$ cat src/rtl/muldiv_unit_if.sv
// Issue/result handshake bundle between the execute stage and the multiply/divide unit.
interface muldiv_unit_if #(
    parameter int DATA_WIDTH = 32,
    parameter int TAG_WIDTH  = 5
);
    logic                  in_valid;
    logic                  in_ready;
    logic [2:0]            in_op;
    logic [DATA_WIDTH-1:0] in_src1;
    logic [DATA_WIDTH-1:0] in_src2;
    logic [TAG_WIDTH-1:0]  in_tag;
    logic                  out_valid;
    logic                  out_ready;
    logic [DATA_WIDTH-1:0] out_result;
    logic [TAG_WIDTH-1:0]  out_tag;

    modport master (
        output in_valid, in_op, in_src1, in_src2, in_tag, out_ready,
        input  in_ready, out_valid, out_result, out_tag
    );

    modport slave (
        input  in_valid, in_op, in_src1, in_src2, in_tag, out_ready,
        output in_ready, out_valid, out_result, out_tag
    );
endinterface

$ cat src/rtl/muldiv_unit.sv
// Multi-cycle multiply/divide unit: registered multiplier plus a fixed-latency radix-2 restoring divider.
// state | meaning
// IDLE  | waiting for an issue
// MUL   | multiply in flight, cnt_q counts down the remaining stages
// DIV   | divide: operand load, W iterations, sign fix-up (cnt_q = W+1 .. 0)
// DONE  | result held until consumed
module muldiv_unit #(
    parameter int DATA_WIDTH = 32,
    parameter int MUL_STAGES = 2,
    parameter int TAG_WIDTH  = 5
) (
    input  logic         clk,
    input  logic         rst,
    input  logic         flush,
    muldiv_unit_if.slave bus,
    output logic         busy
);
    localparam int W       = DATA_WIDTH;
    localparam int CNT_MAX = (W + 1 > MUL_STAGES) ? W + 1 : MUL_STAGES;
    localparam int CW      = $clog2(CNT_MAX + 1);

    localparam logic [CW-1:0] DIV_LOAD = CW'(W + 1);
    localparam logic [CW-1:0] MUL_LOAD = CW'(MUL_STAGES - 1);
    localparam logic [CW-1:0] CNT_ONE  = CW'(1);

    localparam logic [1:0] S_IDLE = 2'd0;
    localparam logic [1:0] S_MUL  = 2'd1;
    localparam logic [1:0] S_DIV  = 2'd2;
    localparam logic [1:0] S_DONE = 2'd3;

    localparam logic [2:0] OP_MUL   = 3'd0;
    localparam logic [2:0] OP_MULH  = 3'd1;
    localparam logic [2:0] OP_MULHU = 3'd2;
    localparam logic [2:0] OP_DIV   = 3'd3;
    localparam logic [2:0] OP_DIVU  = 3'd4;
    localparam logic [2:0] OP_MOD   = 3'd5;
    localparam logic [2:0] OP_MODU  = 3'd6;

    logic [1:0]           state_q, state_d;
    logic [CW-1:0]        cnt_q, cnt_d;
    logic [2:0]           op_q, op_d;
    logic [W-1:0]         src1_q, src1_d;
    logic [W-1:0]         src2_q, src2_d;
    logic [TAG_WIDTH-1:0] tag_q, tag_d;
    logic [W-1:0]         rem_q, rem_d;
    logic [W-1:0]         quo_q, quo_d;
    logic [W-1:0]         dvs_q, dvs_d;
    logic [W-1:0]         result_q, result_d;
    logic [TAG_WIDTH-1:0] out_tag_q, out_tag_d;

    logic                 accept;
    logic                 in_is_div;
    logic                 signed_div;
    logic                 is_mod;
    logic                 neg_src1;
    logic                 neg_src2;
    logic                 mul_sext;
    logic [2*W-1:0]       mul_a;
    logic [2*W-1:0]       mul_b;
    logic [2*W-1:0]       product;
    logic [W-1:0]         mul_res;
    logic [W:0]           div_shift;
    logic [W:0]           div_diff;
    logic [W-1:0]         div_res;

    function automatic logic [W-1:0] negate(input logic [W-1:0] x);
        return ~x + {{(W-1){1'b0}}, 1'b1};
    endfunction

    assign bus.in_ready   = (state_q == S_IDLE) && !flush && !rst;
    assign bus.out_valid  = (state_q == S_DONE);
    assign bus.out_result = result_q;
    assign bus.out_tag    = out_tag_q;
    assign busy           = (state_q != S_IDLE);

    assign accept    = bus.in_valid && bus.in_ready;
    assign in_is_div = (bus.in_op >= OP_DIV) && (bus.in_op <= OP_MODU);

    assign signed_div = (op_q == OP_DIV) || (op_q == OP_MOD);
    assign is_mod     = (op_q == OP_MOD) || (op_q == OP_MODU);
    assign neg_src1   = signed_div && src1_q[W-1];
    assign neg_src2   = signed_div && src2_q[W-1];

    // Extending to 2W bits makes the truncated unsigned product equal the signed one.
    assign mul_sext = (op_q != OP_MULHU);
    assign mul_a    = {{W{mul_sext & src1_q[W-1]}}, src1_q};
    assign mul_b    = {{W{mul_sext & src2_q[W-1]}}, src2_q};
    assign product  = mul_a * mul_b;

    always_comb begin
        mul_res = '0;
        case (op_q)
            OP_MUL:           mul_res = product[W-1:0];
            OP_MULH, OP_MULHU: mul_res = product[2*W-1:W];
            default:          mul_res = '0;
        endcase
    end

    assign div_shift = {rem_q, quo_q[W-1]};
    assign div_diff  = div_shift - {1'b0, dvs_q};

    always_comb begin
        div_res = '0;
        if (src2_q == '0)
            div_res = is_mod ? src1_q : '1;
        else if (is_mod)
            div_res = neg_src1 ? negate(rem_q) : rem_q;
        else
            div_res = (neg_src1 ^ neg_src2) ? negate(quo_q) : quo_q;
    end

    always_comb begin
        state_d   = state_q;
        cnt_d     = cnt_q;
        op_d      = op_q;
        src1_d    = src1_q;
        src2_d    = src2_q;
        tag_d     = tag_q;
        rem_d     = rem_q;
        quo_d     = quo_q;
        dvs_d     = dvs_q;
        result_d  = result_q;
        out_tag_d = out_tag_q;

        case (state_q)
            S_IDLE: begin
                if (accept) begin
                    op_d   = bus.in_op;
                    src1_d = bus.in_src1;
                    src2_d = bus.in_src2;
                    tag_d  = bus.in_tag;
                    if (in_is_div) begin
                        state_d = S_DIV;
                        cnt_d   = DIV_LOAD;
                    end else begin
                        state_d = S_MUL;
                        cnt_d   = MUL_LOAD;
                    end
                end
            end
            S_MUL: begin
                if (cnt_q == '0) begin
                    state_d   = S_DONE;
                    result_d  = mul_res;
                    out_tag_d = tag_q;
                end else begin
                    cnt_d = cnt_q - CNT_ONE;
                end
            end
            S_DIV: begin
                if (cnt_q == DIV_LOAD) begin
                    rem_d = '0;
                    quo_d = neg_src1 ? negate(src1_q) : src1_q;
                    dvs_d = neg_src2 ? negate(src2_q) : src2_q;
                    cnt_d = cnt_q - CNT_ONE;
                end else if (cnt_q != '0) begin
                    if (!div_diff[W]) begin
                        rem_d = div_diff[W-1:0];
                        quo_d = {quo_q[W-2:0], 1'b1};
                    end else begin
                        rem_d = div_shift[W-1:0];
                        quo_d = {quo_q[W-2:0], 1'b0};
                    end
                    cnt_d = cnt_q - CNT_ONE;
                end else begin
                    state_d   = S_DONE;
                    result_d  = div_res;
                    out_tag_d = tag_q;
                end
            end
            S_DONE: begin
                if (bus.out_ready)
                    state_d = S_IDLE;
            end
            default: state_d = S_IDLE;
        endcase

        // A flush wins over completion and consumption alike.
        if (flush) begin
            state_d   = S_IDLE;
            cnt_d     = '0;
            result_d  = result_q;
            out_tag_d = out_tag_q;
        end
    end

    always_ff @(posedge clk) begin
        if (rst) begin
            state_q   <= S_IDLE;
            cnt_q     <= '0;
            op_q      <= '0;
            src1_q    <= '0;
            src2_q    <= '0;
            tag_q     <= '0;
            rem_q     <= '0;
            quo_q     <= '0;
            dvs_q     <= '0;
            result_q  <= '0;
            out_tag_q <= '0;
        end else begin
            state_q   <= state_d;
            cnt_q     <= cnt_d;
            op_q      <= op_d;
            src1_q    <= src1_d;
            src2_q    <= src2_d;
            tag_q     <= tag_d;
            rem_q     <= rem_d;
            quo_q     <= quo_d;
            dvs_q     <= dvs_d;
            result_q  <= result_d;
            out_tag_q <= out_tag_d;
        end
    end
endmodule

$ cat src/flat_wrapper.sv
// flat-port wrapper written by rule: the top's interface ports become plain ports
module muldiv_unit_flat 
#(
    parameter int DATA_WIDTH = 32,
    parameter int MUL_STAGES = 2,
    parameter int TAG_WIDTH  = 5
)
  (clk, rst, flush, busy, bus_in_valid, bus_in_op, bus_in_src1, bus_in_src2, bus_in_tag, bus_out_ready, bus_in_ready, bus_out_valid, bus_out_result, bus_out_tag);
  muldiv_unit_if #(.DATA_WIDTH(DATA_WIDTH), .TAG_WIDTH(TAG_WIDTH)) bus_i ();
  input  logic clk;
  input  logic rst;
  input  logic flush;
  output logic busy;
  input wire logic [$bits(bus_i.in_valid)-1:0] bus_in_valid;
  input wire logic [$bits(bus_i.in_op)-1:0] bus_in_op;
  input wire logic [$bits(bus_i.in_src1)-1:0] bus_in_src1;
  input wire logic [$bits(bus_i.in_src2)-1:0] bus_in_src2;
  input wire logic [$bits(bus_i.in_tag)-1:0] bus_in_tag;
  input wire logic [$bits(bus_i.out_ready)-1:0] bus_out_ready;
  output wire logic [$bits(bus_i.in_ready)-1:0] bus_in_ready;
  output wire logic [$bits(bus_i.out_valid)-1:0] bus_out_valid;
  output wire logic [$bits(bus_i.out_result)-1:0] bus_out_result;
  output wire logic [$bits(bus_i.out_tag)-1:0] bus_out_tag;
  assign bus_i.in_valid = bus_in_valid;
  assign bus_i.in_op = bus_in_op;
  assign bus_i.in_src1 = bus_in_src1;
  assign bus_i.in_src2 = bus_in_src2;
  assign bus_i.in_tag = bus_in_tag;
  assign bus_i.out_ready = bus_out_ready;
  assign bus_in_ready = bus_i.in_ready;
  assign bus_out_valid = bus_i.out_valid;
  assign bus_out_result = bus_i.out_result;
  assign bus_out_tag = bus_i.out_tag;
  muldiv_unit #(.DATA_WIDTH(DATA_WIDTH), .MUL_STAGES(MUL_STAGES), .TAG_WIDTH(TAG_WIDTH)) u_core (.clk(clk), .rst(rst), .flush(flush), .bus(bus_i), .busy(busy));
endmodule
$ cat config.mk
export PLATFORM = sky130hd
export DESIGN_NAME = muldiv_unit_flat
export DESIGN_NICKNAME = d
export VERILOG_FILES = /design/src/rtl/muldiv_unit_if.sv /design/src/rtl/muldiv_unit.sv /design/src/flat_wrapper.sv
export SDC_FILE = /design/constraint.sdc
export NUM_CORES = 2
export LEC_CHECK = 0
export BUFFER_PORTS_ARGS = -buffer_cell sky130_fd_sc_hd__buf_4
export CAP_MARGIN = 20
export CORE_MARGIN = 8
export CORE_UTILIZATION = 45
export DETAILED_ROUTE_END_ITERATION = 7
export SETUP_SLACK_MARGIN = 0.1
export SLEW_MARGIN = 10
export SYNTH_ARGS = -nofsm -noshare
export SYNTH_HDL_FRONTEND = slang
export SYNTH_SLANG_ARGS = --single-unit
$ cat constraint.sdc
create_clock -name clk -period 8.08 [get_ports clk]
set_clock_uncertainty 0.15 [all_clocks]
set_input_delay 0.404 -clock clk [delete_from_list [all_inputs] [get_ports clk]]
set_output_delay 0.404 -clock clk [all_outputs]
set_load 0.02 [all_outputs]
==> results by group <==
Timing
  – RSZ-0062 raised after global routing: true
  – Worst slew pin tran: 1210 ps
  – Final setup violation count: 0
  – Fmax: 126 MHz
  – Post-route clock period utilization: 0.980
  – Minimum clock period: 7920 ps
  – Final Hold Fails: 0
  – Setup TNS: 0 ps
  – Slew HR: 0.192
  – Max-slew violations: 0

Synthesis
  – Largest cells by area after synthesis: fa_1 (44%), inv_1 (8.7%), dfxtp_1 (8.3%)
  – Leading area contributor after synthesis: fa_1
  – Yosys top cell area share: 0.438
  – Cell with the most instances after synthesis: inv_1
  – Yosys warns: 0
  – Post-Syn Area per Cell: 8.46 µm²
  – Post-synthesis sequential area ratio: 0.0829
  – Netlist cell types: 80
  – Number of synthesized flops with an enable pin: 0
  – Async SR Flop Fraction: 0
  – Synth Cell Area: 51,400 µm²
  – Synth cell count leaders: inv_1 (1,197), fa_1 (1,126), nand2_1 (1,083)
  – Post-synthesis instance total: 6,078
  – Top FF cell, synth: dfxtp_1
  – Flops & latches, synth: 213
  – Syn_nets: 7,537

GRT
  – First-pass GRT wire length: 265 mm
  – Initial antenna violation count: 4
  – Vias in the first global route: 44,600
  – Global route total overflow: 0
  – Pin count of the biggest net entering global routing: 80
  – All-Layer GR Usage: 0.268

Setup path
  – Worst path max stage delay: 560 ps
  – Crit end category: register
  – Worst setup SP type: register
  – Critical path peak fanout: 7
  – WP buf/inv: 8
  – CP required: 8440 ps
  – Data arrival time of the worst path: 8270 ps
  – Top delay family on crit path: adder cells
  – Most used cell, CP: fa_1
  – Crit path kind: register to register
  – Worst path slowest cell: fa_1

Detailed routing
  – Remaining DRCs: 0
  – Vias per inst: 5.41
  – DR pass1 iterations: 8
  – Post-DRT Antenna Nets: 0
  – Wire length per cell after detailed routing: 21.7 µm
  – Final WL: 170 mm
  – Initial detailed-routing violation count: 3,349
  – Vias: 42,500

Floorplanning
  – Die width: 354 µm
  – Die area: 125,000 µm²
  – Core Rows: 124
  – IO Pins: 117
  – Die Y: 354 µm
  – Area of the core: 114,000 µm²
  – Starting Density: 0.452

Layout
  – Final Cell Area: 59,500 µm²
  – Filler Cell Count: 10,700
  – Layout Nets: 7,790
  – Share of layout cells above drive strength 1: 0.134
  – Synth-to-layout area growth: 15.7%

Worst hold path
  – Hold crit path type: input port to register

Clock tree
  – CTS Buf Count: 27
  – Maximum clock path buffer count: 3
  – H-tree depth: 1
  – Worst-path clk slew: 80 ps
  – Clock sink count: 213
  – Worst-Skew Late Latency: 600 ps
  – Root Buffer: clkbuf_16
  – CTS tree: done

Placement
  – DP Area: 56,500 µm²
  – Number of port buffers: 116
  – DP HPWL: 137 mm
  – GP Congestion: 0.945

Outcome
  – Status: finished, final reports clean

Pwr
  – Power Density: 59.2 nW/µm²
  – Worst vdd rail ir drop: 0.000164 V
  – Lkg Pwr: 26.5 nW
  – Power, Total: 0.00353 W

Job
  – Maxcap violations: 0
## sequential cells by signal (all words and copies together) (netlist names)
register	cells
u_core.rem_q	32
u_core.bus.out_tag	5
u_core.state_q	2
u_core.cnt_q	6
u_core.quo_q	32
u_core.op_q	3
u_core.tag_q	5
u_core.src2_q	32
u_core.dvs_q	32
u_core.src1_q	32
u_core.bus.out_result	32
## worst paths after layout
kind         slack, ps                        end  cells after the start                       from
max                160  u_core.bus.out_result[13]                     27          u_core.src1_q[17]
min                  9           u_core.src1_q[4]                      3             bus_in_src1[4]
max reg2reg        160  u_core.bus.out_result[13]                     27          u_core.src1_q[17]
min reg2reg        310  u_core.bus.out_result[14]                      2  u_core.bus.out_result[14]
## worst reg2reg max path, stage by stage, from the launching register on
cell	delay (ps)
dfxtp_4	390
buf_6	140
and2_4	130
fa_1	540
inv_2	40
fa_1	530
inv_1	50
fa_1	500
fa_1	530
inv_2	40
fa_1	470
fa_1	560
inv_2	40
fa_1	520
fa_1	460
ha_1	360
buf_6	140
or3_1	300
o211ai_1	210
a211oi_2	140
a311oi_2	320
buf_4	200
nor3_1	50
or2_4	240
xor2_1	320
buf_4	180
a21oi_1	70
nor3_1	210
## final cells by class
cell class	count	area, µm²	area share
multi-input cells	4268	42000	0.705
clock inverters	11	96.3	0.00162
diodes	1	2.50	0.0000420
flip-flops and latches	213	4350	0.0730
clock buffers	37	773	0.0130
inverters	1197	4500	0.0756
well taps	1512	1890	0.0318
repair buffers	624	5940	0.0997
## cells by family (layout without fill, tap and decap cells)
logic type               Yosys count  in the layout  synth area share
AO/OA/AOI/OAI                    775            775            0.0937
AND/OR/NAND/NOR                 1860           1860             0.162
other                              0              1                 0
flip-flops                       213            213            0.0829
XOR/XNOR                         221            221            0.0376
multiplexers                      30             30           0.00584
buffers and inverters           1597           1869             0.117
adder cells (fa/ha/maj)         1382           1382             0.500
## repair_timing
item / in CTS / in global routing
endpoints found under the setup margin: 24 / 31
gates cloned: 1 / 7
hold endpoints to repair: 58 / 0
hold buffers: 58 / 0
pin swaps: 27 / 120
buffers inserted: 8 / 27
gates resized for setup: 71 / 215
## through the flow
| stage | utilization | instances | hold slack, ps | setup slack (ps) |
|---|---|---|---|---|
| 2_1_floorplan | - | 6078 | 282 | -93.2 |
| 3_3_place_gp | 0.496 | 7713 | 289 | -203 |
| 3_5_place_dp | 0.496 | 7713 | 298 | -327 |
| 4_1_cts | 0.513 | 7828 | 4.94 | 12.2 |
| 5_1_grt | 0.523 | 7863 | 4.19 | -82.1 |
| 6_report | 0.523 | 7863 | 8.70 | 161 |
## placed cells by master, fill, tap and decap left out, drive strengths merged, types with 44 or more instances in the layout
master / instances
dfxtp: 213
a21o: 51
fa: 1126
nor2: 224
dlygate4sd3: 58
nand2: 1083
inv: 1200
a211oi: 50
xor2: 97
xnor2: 124
a21oi: 296
buf: 559
nor3: 49
clkbuf: 44
and2: 300
o21ai: 161
ha: 256
## metal layers
metal  GRT usage  vias to the layer above  share of wire
met2       0.442                     1560           0.47
met3      0.0452                      309          0.075
met1       0.360                    21700           0.42
met4      0.0884                        4          0.042
met5           0                        -        0.00016
li1            -                    18900              -
## report_power, final
part           leakage (nW)  total [W]  internal, W  switching [W]
logic                  24.3    0.00118     0.000446       0.000733
clock network         0.431    0.00124     0.000678       0.000566
registers              1.74    0.00110      0.00107      0.0000361
total                  26.5    0.00353      0.00219        0.00134
Power figures use the tool's default switching activity.
